File: src/rtl/latch_feeder_pkg.sv
// Shared types and default timing for the latch feeder.
// Holds the sequencer state encoding and a small helper used for sizing.
package latch_feeder_pkg;

    typedef enum logic [1:0] {
        IDLE  = 2'd0,
        SETUP = 2'd1,
        PULSE = 2'd2,
        HOLD  = 2'd3
    } fsm_state_t;

    localparam int DEF_DATA_W    = 8;
    localparam int DEF_DEPTH     = 4;
    localparam int DEF_SETUP_CYC = 1;
    localparam int DEF_EN_CYC    = 2;
    localparam int DEF_HOLD_CYC  = 1;

    function automatic int max3(input int a, input int b, input int c);
        int m;
        m = (a > b) ? a : b;
        return (m > c) ? m : c;
    endfunction

endpackage

File: src/rtl/sync_fifo.sv
// Single-clock FIFO with occupancy output; full/empty derive from the level count.
// Pointers wrap naturally because DEPTH is a power of two.
module sync_fifo #(
    parameter int DATA_W = 8,
    parameter int DEPTH  = 4,
    localparam int PTR_W = $clog2(DEPTH),
    localparam int LVL_W = $clog2(DEPTH) + 1
) (
    input  logic              clk,
    input  logic              rst,
    input  logic              push,
    input  logic              pop,
    input  logic [DATA_W-1:0] wr_data,
    output logic [DATA_W-1:0] rd_data,
    output logic              full,
    output logic              empty,
    output logic [LVL_W-1:0]  level
);

    logic [DATA_W-1:0] mem_r [DEPTH];
    logic [PTR_W-1:0]  wr_ptr_r;
    logic [PTR_W-1:0]  rd_ptr_r;
    logic [LVL_W-1:0]  level_r;
    logic              push_ok_s;
    logic              pop_ok_s;

    assign full      = (level_r == LVL_W'(DEPTH));
    assign empty     = (level_r == {LVL_W{1'b0}});
    assign push_ok_s = push && !full;
    assign pop_ok_s  = pop && !empty;
    assign rd_data   = mem_r[rd_ptr_r];
    assign level     = level_r;

    // Storage array: written only on an accepted push, never reset.
    always_ff @(posedge clk) begin
        if (push_ok_s) begin
            mem_r[wr_ptr_r] <= wr_data;
        end
    end

    // Pointer and occupancy tracking; reset discards all contents.
    always_ff @(posedge clk or posedge rst) begin
        if (rst) begin
            wr_ptr_r <= {PTR_W{1'b0}};
            rd_ptr_r <= {PTR_W{1'b0}};
            level_r  <= {LVL_W{1'b0}};
        end else begin
            if (push_ok_s) begin
                wr_ptr_r <= wr_ptr_r + PTR_W'(1);
            end
            if (pop_ok_s) begin
                rd_ptr_r <= rd_ptr_r + PTR_W'(1);
            end
            case ({push_ok_s, pop_ok_s})
                2'b10:   level_r <= level_r + LVL_W'(1);
                2'b01:   level_r <= level_r - LVL_W'(1);
                default: level_r <= level_r;
            endcase
        end
    end

endmodule

File: src/rtl/latch_feeder_8bit.sv
// Drives a level-sensitive latch from a buffered byte stream using a
// setup / enable-pulse / hold sequence with all latch-facing pins from flops.
module latch_feeder_8bit
    import latch_feeder_pkg::*;
#(
    parameter int DATA_W    = DEF_DATA_W,
    parameter int DEPTH     = DEF_DEPTH,
    parameter int SETUP_CYC = DEF_SETUP_CYC,
    parameter int EN_CYC    = DEF_EN_CYC,
    parameter int HOLD_CYC  = DEF_HOLD_CYC,
    localparam int LVL_W    = $clog2(DEPTH) + 1
) (
    input  logic              clk,
    input  logic              rst,
    input  logic [DATA_W-1:0] in_data,
    input  logic              in_valid,
    output logic              in_ready,
    output logic [DATA_W-1:0] lat_data,
    output logic              lat_en,
    output logic              busy,
    output logic [LVL_W-1:0]  level
);

    localparam int PH_W = $clog2(max3(SETUP_CYC, EN_CYC, HOLD_CYC)) + 1;

    fsm_state_t        state_r;
    fsm_state_t        state_nxt_s;
    logic [PH_W-1:0]   phase_r;
    logic [PH_W-1:0]   phase_nxt_s;
    logic              pop_s;
    logic              full_s;
    logic              empty_s;
    logic [DATA_W-1:0] head_s;
    logic [DATA_W-1:0] lat_data_r;
    logic              lat_en_r;
    logic              busy_r;

    sync_fifo #(
        .DATA_W (DATA_W),
        .DEPTH  (DEPTH)
    ) u_fifo (
        .clk     (clk),
        .rst     (rst),
        .push    (in_valid),
        .pop     (pop_s),
        .wr_data (in_data),
        .rd_data (head_s),
        .full    (full_s),
        .empty   (empty_s),
        .level   (level)
    );

    assign in_ready = !full_s;
    assign lat_data = lat_data_r;
    assign lat_en   = lat_en_r;
    assign busy     = busy_r;

    // Next-state and phase reload; the phase counter counts down to zero in each state.
    always_comb begin
        state_nxt_s = state_r;
        phase_nxt_s = phase_r;
        pop_s       = 1'b0;
        case (state_r)
            IDLE: begin
                if (!empty_s) begin
                    pop_s       = 1'b1;
                    state_nxt_s = SETUP;
                    phase_nxt_s = PH_W'(SETUP_CYC - 1);
                end else begin
                    state_nxt_s = IDLE;
                end
            end
            SETUP: begin
                if (phase_r == {PH_W{1'b0}}) begin
                    state_nxt_s = PULSE;
                    phase_nxt_s = PH_W'(EN_CYC - 1);
                end else begin
                    phase_nxt_s = phase_r - PH_W'(1);
                end
            end
            PULSE: begin
                if (phase_r == {PH_W{1'b0}}) begin
                    state_nxt_s = HOLD;
                    phase_nxt_s = PH_W'(HOLD_CYC - 1);
                end else begin
                    phase_nxt_s = phase_r - PH_W'(1);
                end
            end
            HOLD: begin
                if (phase_r == {PH_W{1'b0}}) begin
                    state_nxt_s = IDLE;
                    phase_nxt_s = {PH_W{1'b0}};
                end else begin
                    phase_nxt_s = phase_r - PH_W'(1);
                end
            end
            default: begin
                state_nxt_s = IDLE;
                phase_nxt_s = {PH_W{1'b0}};
            end
        endcase
    end

    // Sequencer state and output flops; lat_en is a pure flop so the latch never sees a decode glitch.
    always_ff @(posedge clk or posedge rst) begin
        if (rst) begin
            state_r    <= IDLE;
            phase_r    <= {PH_W{1'b0}};
            lat_data_r <= {DATA_W{1'b0}};
            lat_en_r   <= 1'b0;
            busy_r     <= 1'b0;
        end else begin
            state_r  <= state_nxt_s;
            phase_r  <= phase_nxt_s;
            lat_en_r <= (state_nxt_s == PULSE);
            busy_r   <= (state_nxt_s != IDLE);
            if (pop_s) begin
                lat_data_r <= head_s;
            end else begin
                lat_data_r <= lat_data_r;
            end
        end
    end

endmodule

File: config.mk
export PLATFORM = sky130hd
export DESIGN_NAME = latch_feeder_8bit
export DESIGN_NICKNAME = d
export VERILOG_FILES = /design/src/rtl/latch_feeder_pkg.sv /design/src/rtl/sync_fifo.sv /design/src/rtl/latch_feeder_8bit.sv
export SDC_FILE = /design/constraint.sdc
export NUM_CORES = 1
export LEC_CHECK = 0
export ABC_AREA = 1
export CORE_MARGIN = 10
export CORE_UTILIZATION = 60
export CTS_CLUSTER_SIZE = 30
export DETAILED_ROUTE_END_ITERATION = 12
export MAX_ROUTING_LAYER = met4
export PLACE_DENSITY_LB_ADDON = 0.3
export RECOVER_POWER = 50
export SYNTH_ARGS = -nofsm -noshare
export SYNTH_HDL_FRONTEND = slang
export SYNTH_SLANG_ARGS = --single-unit
export TNS_END_PERCENT = 50
File: constraint.sdc
create_clock -name clk -period 5.5 [get_ports clk]
set_clock_uncertainty 0.05 [all_clocks]
set_input_delay 1.1 -clock clk [delete_from_list [all_inputs] [get_ports clk]]
set_output_delay 1.1 -clock clk [all_outputs]
set_load 0.03 [all_outputs]
==> run metrics <==
Arr. time, crit path=~3.3 ns; Final WS setup=around 2.4 ns; worst skew pair latency=roughly 0.31 ns; Register Area=0.00149 sq mm; antenna violations before repair=0; Yosys warnings=0; largest net degree at the start of global routing=22; initial DRC count=between 70 and 80; switching power=~620 uW; Clock Tree Buf Depth=2; layout overhead on the synthesized area=12.8%; post-synthesis sequential area ratio=approximately 62%; Leak=1.28 nW; unrepaired setup endpoints after global routing=false; Initial Utilization=a little under two thirds; Slew HR=roughly 46%; Root Buffer=clkbuf_8; post-DP HPWL=2860 um; Max VDD drop=between 0.2 and 0.3 mV; DR WL/cell=13.2 um; count of different cell masters after synthesis=24; die height=between 80 and 90 um; GP Congestion=roughly 0.78; worst-margin pin slew=a little over 0.8 ns; Slew Viols, Final=0; total power=approximately 1.5 mW; pre-CTS setup slack=2.51 ns; WHS=~0.43 ns; First-pass DRT Iterations=4; vias per cell=between 4 and 5; commonest non-fill, non-tap cells in the layout=nand2_1, inv_1, edfxtp_1; part of the power in registers=43.3%; Final ANT Viol Nets=0; share of layout cells above drive strength 1=a little under a tenth; Int Pwr=between 800 and 900 uW; CORE AREA=between 0.003 and 0.004 sq mm; Worst path slowest cell=clkinvlp_2; GRT overflow=0; Comb power frac=a little over two fifths; Achievable Freq=roughly 320 MHz; CP Data Required Time=5.69 ns; IO buf count=24; post-CTS setup buffers=0; fin crit period=3.14 ns; Post-layout nets=~280; final WL=4060 um; Post-Layout Cell Count=between 300 and 400; cell count after synthesis=around 230; cell total after placement=300; CTS Sinks=between 50 and 60; die area=0.00691 sq mm; setup TNS=0 ns; pwr/cell area=between 500 and 600 mW/mm^2; TritonCTS Buffers=5; Reg clk slew, reported paths=roughly 0.09 ns; Syn Nets=250; Critical Path Start Type=register; n_diodes=0; post-route DRC violation count=0; class of the worst hold path=register to register; Most common cell on crit path=nand2_1; critical path class=register to register; Syn Std Cell Area=~0.0024 sq mm; vias in the first global route=approximately 1500; Hold Fails Final Rpt=0; CP bufs+invs=2; post-synthesis register bit count=between 50 and 60; max_cap viols=0; PostCTS Resize Cnt=0; CTS tree=built; H-tree depth=2; critical path cell sequence=inv_1 -> nand3_1 -> nand2_1 -> clkinvlp_2 -> ha_1 -> fa_1 -> or2_2 -> nand2_1 -> xor2_1; commonest non-fill, non-tap cell in the layout=nand2_1; first-pass GRT wire length=7060 um; I/O pins=25; CP top delay family=simple AND/OR/NAND/NOR gates; Multi-input gate area=631 sq um; status=complete, no violations; Row Count=22; routed via count=about 1500; setup violators final=0; Largest stage delay, worst path=roughly 0.59 ns; GRT Overall Usage=between 10% and 20%; Tcrit/Tclk final=between 50% and 60%; CTS Hold Bufs=0; Max Fanout on Critical Path=14; Mapped Avg Cell Area=10.3 sq um; crit end category=register; sw frac=41.5%; Die X-Extent=a little over 80 um; Fill cells=272; clock network fraction of total power=~14%
[tightest hold or removal path, delay by kind of cell (launching register included)]
kind / cells / cell delay, ns
and+or+nand+nor: 2 / 0.10
DFF: 1 / 0.35
[cells by family (layout without fill, tap and decap cells)]
group / after synthesis / in the layout / synth area share (%)
AO/OA/AOI/OAI: 5 / 5 / 1.20
AND/OR/NAND/NOR: 110 / 110 / 20.7
flip-flops: 53 / 53 / 62.2
XOR/XNOR: 5 / 5 / 1.83
buffers and inverters: 54 / 81 / 10.7
adder cells (fa/ha/maj): 6 / 6 / 3.45
[per-layer routing]
metal	part of all wire (%)	track usage, %	wire (um)
met1	43	14.1	1750
met2	49	20.2	1970
met3	5.1	4.10	207
met4	3.3	7.08	134
met5	0	-	0
[path summary, 6_finish.rpt]
kind | startpoint | end | slack, ns | cells after the start
worst min register to register | lat_data[6]$_DFFE_PP0P_ | lat_data[6]$_DFFE_PP0P_ | 0.43 | 2
worst min-delay path | lat_data[6]$_DFFE_PP0P_ | lat_data[6]$_DFFE_PP0P_ | 0.43 | 2
max in group asynchronous | rst | lat_data[3]$_DFFE_PP0P_ | 3.57 | 2
worst max register to register | u_fifo.level[0]$_DFFE_PP0P_ | u_fifo.level[2]$_DFFE_PP0P_ | 2.36 | 9
min in group asynchronous | rst | u_fifo.wr_ptr_r[1]$_DFFE_PP0P_ | 1.32 | 2
worst max-delay path | u_fifo.level[0]$_DFFE_PP0P_ | u_fifo.level[2]$_DFFE_PP0P_ | 2.36 | 9
[power groups by stage]
stage	Clock, mW	Combinational [mW]	Sequential [mW]
floorplan	0	0.436	0.699
global placement	0	0.634	0.648
detailed placement	0	0.655	0.653
CTS	0.218	0.658	0.645
global route	0.235	0.707	0.662
finish	0.216	0.628	0.645
[through the flow]
step	cell area [sq um]	utilization, %
CTS	2720	72.6
floorplan	2390	-
global route	2700	72.0
detailed placement	2630	70.3
finish	2700	72.0
global placement	2630	70.3
[registers in the layout, summed over array words and instances (netlist names)]
signal and count:
u_fifo.mem_r 32, u_fifo.rd_ptr_r 2, lat_data 8, busy 1, u_fifo.level 3, u_fifo.wr_ptr_r 2
state_r 2, phase_r 2, lat_en 1
[area by class of cell]
class,count,area share (%)
clock buffer,5,2.55
clock inverter,3,0.742
inverter,49,7.05
multi-input combinational,126,23.4
sequential,53,55.1
tap,48,2.23
timing repair buffer,24,8.91
[synthesized netlist by cell type]
cell type,instances,area [sq um]
nand3_2,3,30.0
inv_1,44,165
o21ai_2,1,8.76
fa_1,1,20.0
xnor2_1,2,17.5
clkbuf_4,1,7.51
inv_2,3,11.3
nor2_1,9,33.8
xor2_1,3,26.3
nand3_1,18,90.1
nand2_4,1,11.3
a21oi_1,2,10.0
edfxtp_1,32,961
nand2_1,66,248
or2_2,1,6.26
o21ai_1,2,10.0
ha_1,5,62.6
nand2_2,10,62.6
dfrtp_1,21,526
buf_12,1,20.0
or2_1,1,6.26
nor2_2,1,6.26
inv_6,2,17.5
buf_6,3,33.8
Power figures use the tool's default switching activity.
